===== src/rtl/imm_gen_pipe_pkg.sv =====
// imm_pkg: shared encodings and FIFO entry layout for imm_gen_pipe.
// Exports: IMM_I/S/B/U/J/Z format selects, XLEN_MAX/TAG_W_MAX bounds, entry_t.
// entry_t is sized for the widest build; instances use the low XLEN/TAG_W bits.
package imm_pkg;

    localparam logic [2:0] IMM_I = 3'b000;
    localparam logic [2:0] IMM_S = 3'b001;
    localparam logic [2:0] IMM_B = 3'b010;
    localparam logic [2:0] IMM_U = 3'b011;
    localparam logic [2:0] IMM_J = 3'b100;
    localparam logic [2:0] IMM_Z = 3'b101;

    localparam int XLEN_MAX  = 64;
    localparam int TAG_W_MAX = 16;

    // One FIFO slot. Fields wider than the instance parameters are zero-filled.
    typedef struct packed {
        logic [XLEN_MAX-1:0]  imm;
        logic [TAG_W_MAX-1:0] tag;
        logic                 illegal;
    } entry_t;

endpackage


===== src/rtl/imm_gen_pipe_if.sv =====
// imm_gen_pipe_if: decode-side input channel and execute-side output channel.
// Ports: in_valid/in_ready/in_instr/in_sel/in_tag, out_valid/out_ready/out_imm/out_tag/out_illegal.
// master = producer/consumer side (testbench, decode/execute); slave = imm_gen_pipe.
interface imm_gen_pipe_if #(
    parameter int XLEN  = 32,
    parameter int TAG_W = 5
);
    logic             in_valid;
    logic             in_ready;
    logic [24:0]      in_instr;
    logic [2:0]       in_sel;
    logic [TAG_W-1:0] in_tag;

    logic             out_valid;
    logic             out_ready;
    logic [XLEN-1:0]  out_imm;
    logic [TAG_W-1:0] out_tag;
    logic             out_illegal;

    modport master (
        output in_valid, in_instr, in_sel, in_tag, out_ready,
        input  in_ready, out_valid, out_imm, out_tag, out_illegal
    );

    modport slave (
        input  in_valid, in_instr, in_sel, in_tag, out_ready,
        output in_ready, out_valid, out_imm, out_tag, out_illegal
    );
endinterface


===== src/rtl/imm_gen_pipe_decode.sv =====
// imm_decode: combinational instr[31:7] + format select -> sign-extended immediate.
// Ports: instr_i (bits 31:7), sel_i, imm_o (XLEN), illegal_o.
// IMM_GEN_ZIMM_EN enables sel 101 (CSR zimm); otherwise 101 is illegal.
module imm_decode
    import imm_pkg::*;
#(
    parameter int XLEN = 32
) (
    input  logic [24:0]     instr_i,
    input  logic [2:0]      sel_i,
    output logic [XLEN-1:0] imm_o,
    output logic            illegal_o
);

    // Re-index so field slices read as instruction bit numbers.
    logic [31:7] ins;
    logic [31:0] raw;

    assign ins = instr_i;

    always_comb begin
        raw       = '0;
        illegal_o = 1'b0;
        case (sel_i)
            IMM_I: raw = {{20{ins[31]}}, ins[31:20]};
            IMM_S: raw = {{20{ins[31]}}, ins[31:25], ins[11:7]};
            IMM_B: raw = {{19{ins[31]}}, ins[31], ins[7], ins[30:25], ins[11:8], 1'b0};
            IMM_U: raw = {ins[31:12], 12'b0};
            IMM_J: raw = {{11{ins[31]}}, ins[31], ins[19:12], ins[20], ins[30:21], 1'b0};
`ifdef IMM_GEN_ZIMM_EN
            IMM_Z: raw = {27'b0, ins[19:15]};
`endif
            default: illegal_o = 1'b1;
        endcase
        // Every 32-bit form carries its sign in bit 31 (zimm has it clear),
        // so one signed widening covers XLEN=64 for all formats.
        imm_o = XLEN'($signed(raw));
    end

endmodule


===== src/rtl/imm_gen_pipe.sv =====
// imm_gen_pipe: decodes immediates and queues {imm, tag, illegal} in a DEPTH-entry FIFO.
// Latency: push in cycle N visible at out_* in N+1; no combinational in->out path.
// Backpressure: in_ready = !full from registers only (no push while full even on pop).
// Ports: clk, rst_n (async active-low), flush (sync, highest priority), bus (imm_gen_pipe_if.slave).
// Build option IMM_GEN_ZIMM_EN: accept sel 101 as CSR zimm. TAG_W must not exceed TAG_W_MAX.
module imm_gen_pipe
    import imm_pkg::*;
#(
    parameter int XLEN  = 32,
    parameter int DEPTH = 2,
    parameter int TAG_W = 5
) (
    input  logic          clk,
    input  logic          rst_n,
    input  logic          flush,
    imm_gen_pipe_if.slave bus
);

    localparam int PW = $clog2(DEPTH);
    localparam int CW = PW + 1;
    localparam logic [CW-1:0] FULL = CW'(DEPTH);

    logic [PW-1:0] wr_ptr_q, wr_ptr_d;
    logic [PW-1:0] rd_ptr_q, rd_ptr_d;
    logic [CW-1:0] count_q,  count_d;
    entry_t        mem_q [DEPTH];

    logic [XLEN-1:0] dec_imm;
    logic            dec_illegal;
    entry_t          wr_entry;
    entry_t          head;
    logic            push;
    logic            pop;

    imm_decode #(.XLEN(XLEN)) u_decode (
        .instr_i   (bus.in_instr),
        .sel_i     (bus.in_sel),
        .imm_o     (dec_imm),
        .illegal_o (dec_illegal)
    );

    always_comb begin
        wr_entry                  = '0;
        wr_entry.imm[XLEN-1:0]    = dec_imm;
        wr_entry.tag[TAG_W-1:0]   = bus.in_tag;
        wr_entry.illegal          = dec_illegal;
    end

    assign bus.in_ready  = (count_q != FULL);
    assign bus.out_valid = (count_q != '0);
    assign push          = bus.in_valid && bus.in_ready;
    assign pop           = bus.out_valid && bus.out_ready;

    assign head            = mem_q[rd_ptr_q];
    assign bus.out_imm     = head.imm[XLEN-1:0];
    assign bus.out_tag     = head.tag[TAG_W-1:0];
    assign bus.out_illegal = head.illegal;

    // Upper bits of the max-width slot are always zero in narrower builds.
    logic unused_head;
    assign unused_head = ^head;

    always_comb begin
        wr_ptr_d = wr_ptr_q;
        rd_ptr_d = rd_ptr_q;
        count_d  = count_q;
        if (flush) begin
            wr_ptr_d = '0;
            rd_ptr_d = '0;
            count_d  = '0;
        end else begin
            if (push) wr_ptr_d = wr_ptr_q + PW'(1);
            if (pop)  rd_ptr_d = rd_ptr_q + PW'(1);
            case ({push, pop})
                2'b10:   count_d = count_q + CW'(1);
                2'b01:   count_d = count_q - CW'(1);
                default: count_d = count_q;
            endcase
        end
    end

    always_ff @(posedge clk or negedge rst_n) begin
        if (!rst_n) begin
            wr_ptr_q <= '0;
            rd_ptr_q <= '0;
            count_q  <= '0;
        end else begin
            wr_ptr_q <= wr_ptr_d;
            rd_ptr_q <= rd_ptr_d;
            count_q  <= count_d;
        end
    end

    // Storage is cleared on reset so the head reads as zero while empty after reset.
    always_ff @(posedge clk or negedge rst_n) begin
        if (!rst_n) begin
            for (int i = 0; i < DEPTH; i++) mem_q[i] <= '0;
        end else if (push && !flush) begin
            mem_q[wr_ptr_q] <= wr_entry;
        end
    end

endmodule


===== src/flat_wrapper.sv =====
// flat-port wrapper written by rule: the top's interface ports become plain ports
module imm_gen_pipe_flat import imm_pkg::*;
#(
    parameter int XLEN  = 32,
    parameter int DEPTH = 2,
    parameter int TAG_W = 5
)
  (clk, rst_n, flush, bus_in_valid, bus_in_instr, bus_in_sel, bus_in_tag, bus_out_ready, bus_in_ready, bus_out_valid, bus_out_imm, bus_out_tag, bus_out_illegal);
  imm_gen_pipe_if #(.XLEN(XLEN), .TAG_W(TAG_W)) bus_i ();
  input  logic clk;
  input  logic rst_n;
  input  logic flush;
  input wire logic [$bits(bus_i.in_valid)-1:0] bus_in_valid;
  input wire logic [$bits(bus_i.in_instr)-1:0] bus_in_instr;
  input wire logic [$bits(bus_i.in_sel)-1:0] bus_in_sel;
  input wire logic [$bits(bus_i.in_tag)-1:0] bus_in_tag;
  input wire logic [$bits(bus_i.out_ready)-1:0] bus_out_ready;
  output wire logic [$bits(bus_i.in_ready)-1:0] bus_in_ready;
  output wire logic [$bits(bus_i.out_valid)-1:0] bus_out_valid;
  output wire logic [$bits(bus_i.out_imm)-1:0] bus_out_imm;
  output wire logic [$bits(bus_i.out_tag)-1:0] bus_out_tag;
  output wire logic [$bits(bus_i.out_illegal)-1:0] bus_out_illegal;
  assign bus_i.in_valid = bus_in_valid;
  assign bus_i.in_instr = bus_in_instr;
  assign bus_i.in_sel = bus_in_sel;
  assign bus_i.in_tag = bus_in_tag;
  assign bus_i.out_ready = bus_out_ready;
  assign bus_in_ready = bus_i.in_ready;
  assign bus_out_valid = bus_i.out_valid;
  assign bus_out_imm = bus_i.out_imm;
  assign bus_out_tag = bus_i.out_tag;
  assign bus_out_illegal = bus_i.out_illegal;
  imm_gen_pipe #(.XLEN(XLEN), .DEPTH(DEPTH), .TAG_W(TAG_W)) u_core (.clk(clk), .rst_n(rst_n), .flush(flush), .bus(bus_i));
endmodule

===== config.mk =====
export PLATFORM = sky130hd
export DESIGN_NAME = imm_gen_pipe_flat
export DESIGN_NICKNAME = d
export VERILOG_FILES = /design/src/rtl/imm_gen_pipe_pkg.sv /design/src/rtl/imm_gen_pipe_if.sv /design/src/rtl/imm_gen_pipe_decode.sv /design/src/rtl/imm_gen_pipe.sv /design/src/flat_wrapper.sv
export SDC_FILE = /design/constraint.sdc
export NUM_CORES = 1
export LEC_CHECK = 0
export ABC_CLOCK_PERIOD_IN_PS = 1600
export BUFFER_PORTS_ARGS = -buffer_cell sky130_fd_sc_hd__buf_2
export CAP_MARGIN = 10
export CELL_PAD_IN_SITES_DETAIL_PLACEMENT = 0
export CELL_PAD_IN_SITES_GLOBAL_PLACEMENT = 1
export CORE_MARGIN = 3
export CORE_UTILIZATION = 30
export DETAILED_ROUTE_END_ITERATION = 6
export PLACE_DENSITY = 0.66
export SKIP_CTS_REPAIR_TIMING = 1
export SYNTH_ARGS = -nofsm -noshare
export SYNTH_HDL_FRONTEND = slang
export SYNTH_SLANG_ARGS = --single-unit

===== constraint.sdc =====
create_clock -name clk -period 1.6 [get_ports clk]
set_clock_uncertainty 0.15 [all_clocks]
set_input_delay 0.24 -clock clk [delete_from_list [all_inputs] [get_ports clk]]
set_output_delay 0.24 -clock clk [all_outputs]
set_load 0.005 [all_outputs]

==> results.py, run 1 <==
metrics = {
    "status": {
        "status": "finished, violations left",
        "violations": "setup timing",
    },
    "setup_path": {
        "cp-start-kind": "flip-flop",
        "r2r_end": "u_core.mem_q[128]",
        "crit_family": "buffers and inverters",
        "cp-end-kind": "primary output",
        "crit_chain": "buf_12 > buf_12 > mux2_4 > buf_6",
        "crit_type": "flip-flop to primary output",
        "arrival_ps": 1490,
        "critical_path_buf_inv_count": 3,
        "path_common_cell": "buf_12",
        "startpoint": "u_core.rd_ptr_q",
        "rrSetupSlack_ps": -180,
        "regToRegStartpoint": "u_core.count_q[1]",
        "cp.required_ps": 1210,
        "crit_path_end": "bus_out_imm[20]",
        "slowest_stage": "dfrtp_2",
        "worst-path-max-fanout": 7,
        "ff2ff_path_depth": 6,
        "path_depth": 4,
        "crit_path_max_incr_delay_ps": 410,
    },
    "power": {
        "p_sw_share_pct": 27.63,
        "power.density_nw_per_um2": 1120,
        "seq_power_share_pct": 39.6,
        "combPwrFrac_pct": 31.3,
        "power.share.clock_pct": 29.1,
        "cellLeakagePower_nw": 2.723,
        "switching_power_mw": 1.915,
        "peakVddDrop_mv": 0.5985,
        "p_int_mw": 5.017,
    },
    "detailed_routing": {
        "highest_layer": "met4",
        "wl_met2_mm": 6.242,
        "wl_per_cell_um": 20.12,
        "ant_nets": 0,
        "drt-initial-drc-count": 188,
        "wl_mm": 13.00,
        "wl_met1_mm": 5.948,
        "wl_met3_um": 632,
        "viasPerCell": 5.252,
        "via_count": 3393,
        "drc": 0,
        "dr.pass1.iters": 6,
    },
    "die": {
        "ios": 78,
        "chipHeight_um": 125.1,
        "core_um2": 13560,
        "dieArea_um2": 15640,
        "start_util_pct": 31.37,
        "row_count": 42,
        "die_w_um": 125.1,
    },
    "cts": {
        "clkTransAtPathRegs_ps": 60,
        "numCtsBuffers": 9,
        "htree_num_levels": 3,
        "root_buffer": "clkbuf_16",
        "clock_latency_ps": 340,
        "cts.path.max_buffers": 2,
        "cts_tree": "done",
        "cts_sinks": 80,
    },
    "place": {
        "globalplace.congestion": 0.7847,
        "dp_hpwl_mm": 7.360,
        "placed_cells": 599,
        "io_buffers": 77,
        "dpl_cell_area_um2": 5007,
    },
    "logic_synthesis": {
        "synthArstFlopShare_pct": 100.0,
        "yosysWarnings": 0,
        "netlist-cell-type-count": 39,
        "synth_enable_flop_cells": 0,
        "ys_seq_area_share_pct": 47.07,
        "synth_ff_type": "dfrtp_1",
        "syn-cell-area_um2": 4253,
        "synth-seq-cells": 80,
        "synth.net_count": 390,
        "syn_inst": 352,
        "synth_area_per_cell_um2": 12.08,
    },
    "job": {
        "drv_cap": 0,
    },
    "timing": {
        "worst-slew-pin-transition_ps": 595.9,
        "slew_headroom_pct": 60.19,
        "maxSlewViolCount": 0,
        "post-route-min-period_ps": 1883,
        "rsz0062_at_grt": "true",
        "post-route-period-util_pct": 117.7,
        "hold_viol_final": 0,
        "setup_ws_ps": -283.2,
        "whs_ps": 1.070,
        "fmaxAchievable_ghz": 0.5310,
        "setup_viol": 103,
    },
    "global_route": {
        "grt_pass1_vias": 3231,
        "groute.usage.overall_pct": 13.86,
        "grt_antenna_before_repair": 1,
        "grt.overflow.total": 0,
        "grt_max_degree": 53,
        "grt_pass1_wl_mm": 17.56,
    },
    "cells_and_area": {
        "multi_input_area_um2": 2333,
        "final-instance-count-excl-fill": 646,
        "layout.nets": 503,
        "utilization_pct": 45.66,
        "syn_to_final_growth_pct": 45.57,
        "fill_cells": 1259,
        "regArea_um2": 2003,
        "drive_above_1_share_pct": 54.58,
        "final_area_um2": 6191,
    },
    "hold_path": {
        "holdCritPathClass": "primary input to flip-flop",
    },
}
-- flip-flops by register name, indices dropped and copies added (netlist names) --
| name | count |
|---|---|
| u_core.mem_q | 76 |
| u_core.count_q | 2 |
| u_core.wr_ptr_q | 1 |
| u_core.rd_ptr_q | 1 |
-- area by class of cell --
| type | instances | share of cell area, % |
|---|---|---|
| multi-input cells | 232 | 37.69 |
| well taps | 176 | 3.557 |
| repair buffers | 135 | 21.24 |
| flip-flops and latches | 80 | 32.36 |
| diodes | 1 | 0.04042 |
| clock inverters | 5 | 0.9499 |
| clock buffers | 10 | 3.698 |
| inverters | 7 | 0.4648 |
-- metal layers --
metal	up-vias	global-route usage [%]
met2	99	21.73
li1	1553	-
met4	0	3.827
met3	11	4.264
met5	-	0
met1	1730	18.66
-- worst reg2reg max path: stages (launching register included) --
cell and delay (ps):
dfrtp_1 380, nor2b_4 150, buf_6 130, nor3_4 200
buf_12 160, clkbuf_16 180, mux2_4 310
-- cell families (layout without fill, tap and decap cells) --
| group | Yosys count | after routing | synth area share [%] |
|---|---|---|---|
| multiplexers | 91 | 91 | 25.48 |
| AO/OA/AOI/OAI | 85 | 85 | 11.92 |
| flip-flops | 80 | 80 | 47.07 |
| AND/OR/NAND/NOR | 54 | 54 | 10.15 |
| buffers and inverters | 40 | 157 | 4.913 |
| adder cells (fa/ha/maj) | 1 | 1 | 0.2648 |
| XOR/XNOR | 1 | 1 | 0.2060 |
| other | 0 | 1 | 0 |
-- power groups by stage --
stage | registers, mW | logic (mW) | clock network, mW
after CTS | 2.71 | 1.62 | 2.04
after global routing | 2.79 | 2.34 | 2.13
after floorplan | 2.67 | 1.02 | 0
after detailed placement | 2.75 | 1.61 | 0
after global placement | 2.72 | 1.58 | 0
final | 2.75 | 2.17 | 2.02
-- worst min path at each step --
stage | startpoint | end | slack (ps) | cells after the start
floorplan | rst_n | u_core.count_q[0] | -210 | 0
global placement | rst_n | u_core.mem_q[101] | 40 | 1
detailed placement | rst_n | u_core.mem_q[20] | 50 | 1
CTS | rst_n | u_core.mem_q[20] | -310 | 1
global route | bus_in_tag[2] | u_core.mem_q[3] | 3 | 2
finish | bus_in_tag[0] | u_core.mem_q[1] | 1 | 2
-- cell usage after synthesis, types with 2 or more instances --
cell type / n / share of area (%)
dfrtp_1: 80 / 47
mux2_2: 70 / 19
a31oi_1: 56 / 8.2
mux2_4: 17 / 6.0
buf_2: 13 / 1.5
a21oi_1: 12 / 1.4
nand4b_1: 11 / 2.3
nor4bb_1: 10 / 2.4
nor2b_1: 9 / 1.3
o21ai_1: 9 / 1.1
clkbuf_1: 8 / 0.71
inv_1: 5 / 0.44
nor3_1: 5 / 0.59
nor3b_1: 5 / 0.88
buf_1: 4 / 0.35
buf_6: 4 / 1.1
mux2i_1: 4 / 0.94
o21ai_0: 4 / 0.47
buf_4: 3 / 0.53
nand2b_1: 2 / 0.29
nor3_2: 2 / 0.47
or2_2: 2 / 0.29
-- layout by cell type, fill, tap and decap left out, types with 2 or more instances in the layout --
cell / Yosys / routed
o21ai_0: 4 / 3
mux2i_1: 4 / 4
dfrtp_1: 80 / 79
a21oi_2: 0 / 4
nand2b_1: 2 / 2
a21oi_1: 12 / 8
nor2b_1: 9 / 9
mux2_2: 70 / 24
inv_1: 5 / 5
buf_12: 0 / 13
a31oi_4: 0 / 5
nor3b_1: 5 / 5
nand4b_1: 11 / 11
mux2_4: 17 / 63
a31oi_1: 56 / 51
nor3_4: 0 / 2
clkbuf_16: 0 / 19
buf_6: 4 / 23
o21ai_1: 9 / 9
nor4bb_1: 10 / 10
dlygate4sd3_1: 0 / 3
buf_8: 0 / 2
buf_2: 13 / 58
nor3_1: 5 / 5
buf_4: 3 / 26
clkinvlp_4: 0 / 2
-- through the flow --
step / setup slack, ps / total power [mW] / setup TNS (ps)
5_1_grt: -311.2 / 7.257 / -22330
3_5_place_dp: -133.0 / 4.354 / -4268
3_3_place_gp: -110.0 / 4.297 / -3606
2_1_floorplan: -15.97 / 3.697 / -111.8
6_report: -283.2 / 6.933 / -17650
4_1_cts: -290.0 / 6.368 / -10180
No activity file was read; power rests on OpenSTA's default activity.
==> run 2: changes to the inputs <==
--- a/config.mk
+++ b/config.mk
@@ -14,6 +14,7 @@
 export CORE_UTILIZATION = 30
 export DETAILED_ROUTE_END_ITERATION = 6
 export PLACE_DENSITY = 0.66
+export SETUP_SLACK_MARGIN = 0.5
 export SKIP_CTS_REPAIR_TIMING = 1
 export SYNTH_ARGS = -nofsm -noshare
 export SYNTH_HDL_FRONTEND = slang
==> run 2 against run 1 <==
Against the previous run: the run ends with hold timing, setup timing left; via count barely moved; sequential share of layout area fell by 2.0 points; non-clock buffer count is 2 lower; power rose by 10%; worst hold slack worse by 350 ps; critical path type unchanged; highest routed layer unchanged; count of clock-buffer cells in the layout grew 1; setup slack improved by 65 ps; utilization rose by 3.0 points.
==> results.py, run 2 (same netlist as run 1, synthesis figures left out) <==
metrics = {
    "hold_path": {
        "holdCritPathClass": "primary input to async pin",
    },
    "place": {
        "globalplace.congestion": 0.7380,
        "dpl_cell_area_um2": 5258,
        "placed_cells": 604,
        "io_buffers": 77,
        "dp_hpwl_mm": 7.597,
        "pre_cts_ws_ps": -157.7,
    },
    "setup_path": {
        "worst-path-max-fanout": 21,
        "cp.required_ps": 1210,
        "cp-start-kind": "flip-flop",
        "cp-end-kind": "primary output",
        "crit_type": "flip-flop to primary output",
        "arrival_ps": 1430,
        "crit_chain": "buf_12 > mux2_4 > buf_6",
        "slowest_stage": "dfrtp_2",
        "rrSetupSlack_ps": -160,
        "r2r_end": "u_core.mem_q[25]",
        "regToRegStartpoint": "u_core.count_q[1]",
        "crit_path_max_incr_delay_ps": 410,
        "ff2ff_path_depth": 6,
    },
    "timing": {
        "post-route-period-util_pct": 113.6,
        "worst-slew-pin-transition_ps": 508.9,
        "fmaxAchievable_ghz": 0.5500,
        "setup_viol": 77,
        "rsz0062_at_grt": "true",
        "whs_ps": -352.3,
        "setup_ws_ps": -218.1,
        "fin_setup_tns_ps": -11610,
        "slew_headroom_pct": 65.92,
        "post-route-min-period_ps": 1818,
        "hold_viol_final": 62,
        "maxSlewViolCount": 0,
    },
    "detailed_routing": {
        "wl_per_cell_um": 19.59,
        "dr.pass1.iters": 4,
        "viasPerCell": 5.270,
        "drt-initial-drc-count": 181,
        "wl_mm": 12.62,
        "drc": 0,
        "ant_nets": 0,
        "via_count": 3394,
    },
    "status": {
        "violations": "hold timing, setup timing",
        "status": "finished, violations left",
    },
    "die": {
        "die_w_um": 125.1,
        "row_count": 42,
        "core_um2": 13560,
        "ios": 78,
        "chipHeight_um": 125.1,
        "start_util_pct": 31.37,
        "dieArea_um2": 15640,
    },
    "global_route": {
        "grt.overflow.total": 0,
        "grt_antenna_before_repair": 0,
        "grt_pass1_wl_mm": 17.87,
        "met1_usage_pct": 18.28,
        "grt_pass1_vias": 3328,
        "globalRouteMet2Util_pct": 23.76,
        "grtUsageMet3_pct": 3.070,
        "groute.usage.overall_pct": 14.11,
        "top_usage_layer": "met2",
        "grt_max_degree": 34,
    },
    "cells_and_area": {
        "largest_register_ffs": 76,
        "final_cell_mix": "mux2_4, dfrtp_1, buf_6",
        "drive_above_1_share_pct": 59.83,
        "utilization_pct": 48.63,
        "syn_to_final_growth_pct": 55.05,
        "layout.nets": 501,
        "top_regs": "u_core.mem_q (76), u_core.count_q (2)",
        "final-instance-count-excl-fill": 644,
        "final_area_um2": 6594,
        "final_common_cell": "mux2_4",
        "regMostFlops": "u_core.mem_q",
        "n_antenna_cell": 0,
    },
    "job": {
        "drv_cap": 0,
    },
    "cts": {
        "numCtsBuffers": 9,
        "root_buffer": "clkbuf_16",
        "htree_num_levels": 3,
        "clock_latency_ps": 330,
        "cts_sinks": 80,
        "cts_tree": "done",
        "clkTransAtPathRegs_ps": 60,
        "cts.path.max_buffers": 2,
    },
    "power": {
        "cellLeakagePower_nw": 2.856,
        "power.density_nw_per_um2": 1158,
        "peakVddDrop_mv": 0.5924,
        "power_mw": 7.633,
    },
}
-- run 2: cell count changes in the layout (fill, tap and decap cells not counted), sizes merged --
cell,before,now
buf,122,126
clkbuf,20,17
bufinv,1,3
clkinvlp,2,0
dlygate4sd3,3,1
diode,1,0
-- run 2: cell type report --
| cell class | count | area, µm² |
|---|---|---|
| Fill cell | 1187 | 6964 |
| Multi-Input combinational cell | 232 | 2619 |
| Sequential cell | 80 | 2003 |
| Timing Repair Buffer | 133 | 1376 |
| Clock buffer | 11 | 242.7 |
| Tap cell | 176 | 220.2 |
| Clock inverter | 5 | 103.9 |
| Inverter | 7 | 28.78 |
-- run 2: critical path: cells and delay by family (launching register included) --
family / cells / cell delay, ps
flops: 1 / 410
mux: 1 / 330
buf+inv: 2 / 330
-- run 2: report_power, final --
| part | switching (mW) | internal [mW] |
|---|---|---|
| clock network | 0.835 | 1.57 |
| registers | 0.295 | 2.49 |
| logic | 0.885 | 1.56 |
| total | 2.02 | 5.62 |
-- run 2: how the worst max path moves through the flow --
stage / from / endpoint / slack [ps] / cells past startpoint
2_1_floorplan: u_core.count_q[1] / u_core.mem_q[103] / -20 / 5
6_report: u_core.rd_ptr_q / bus_out_imm[20] / -220 / 3
3_5_place_dp: flush / u_core.mem_q[118] / -160 / 5
5_1_grt: u_core.rd_ptr_q / bus_out_imm[29] / -260 / 3
3_3_place_gp: flush / u_core.mem_q[118] / -140 / 5
4_1_cts: u_core.rd_ptr_q / bus_out_imm[25] / -250 / 3
-- run 2: routing by layer --
layer	wire length, µm	up-vias	share of wire [%]
met4	105	0	0.83
li1	-	1552	-
met3	468	9	3.7
met5	0	-	0
met1	5662	1751	45
met2	6381	82	51
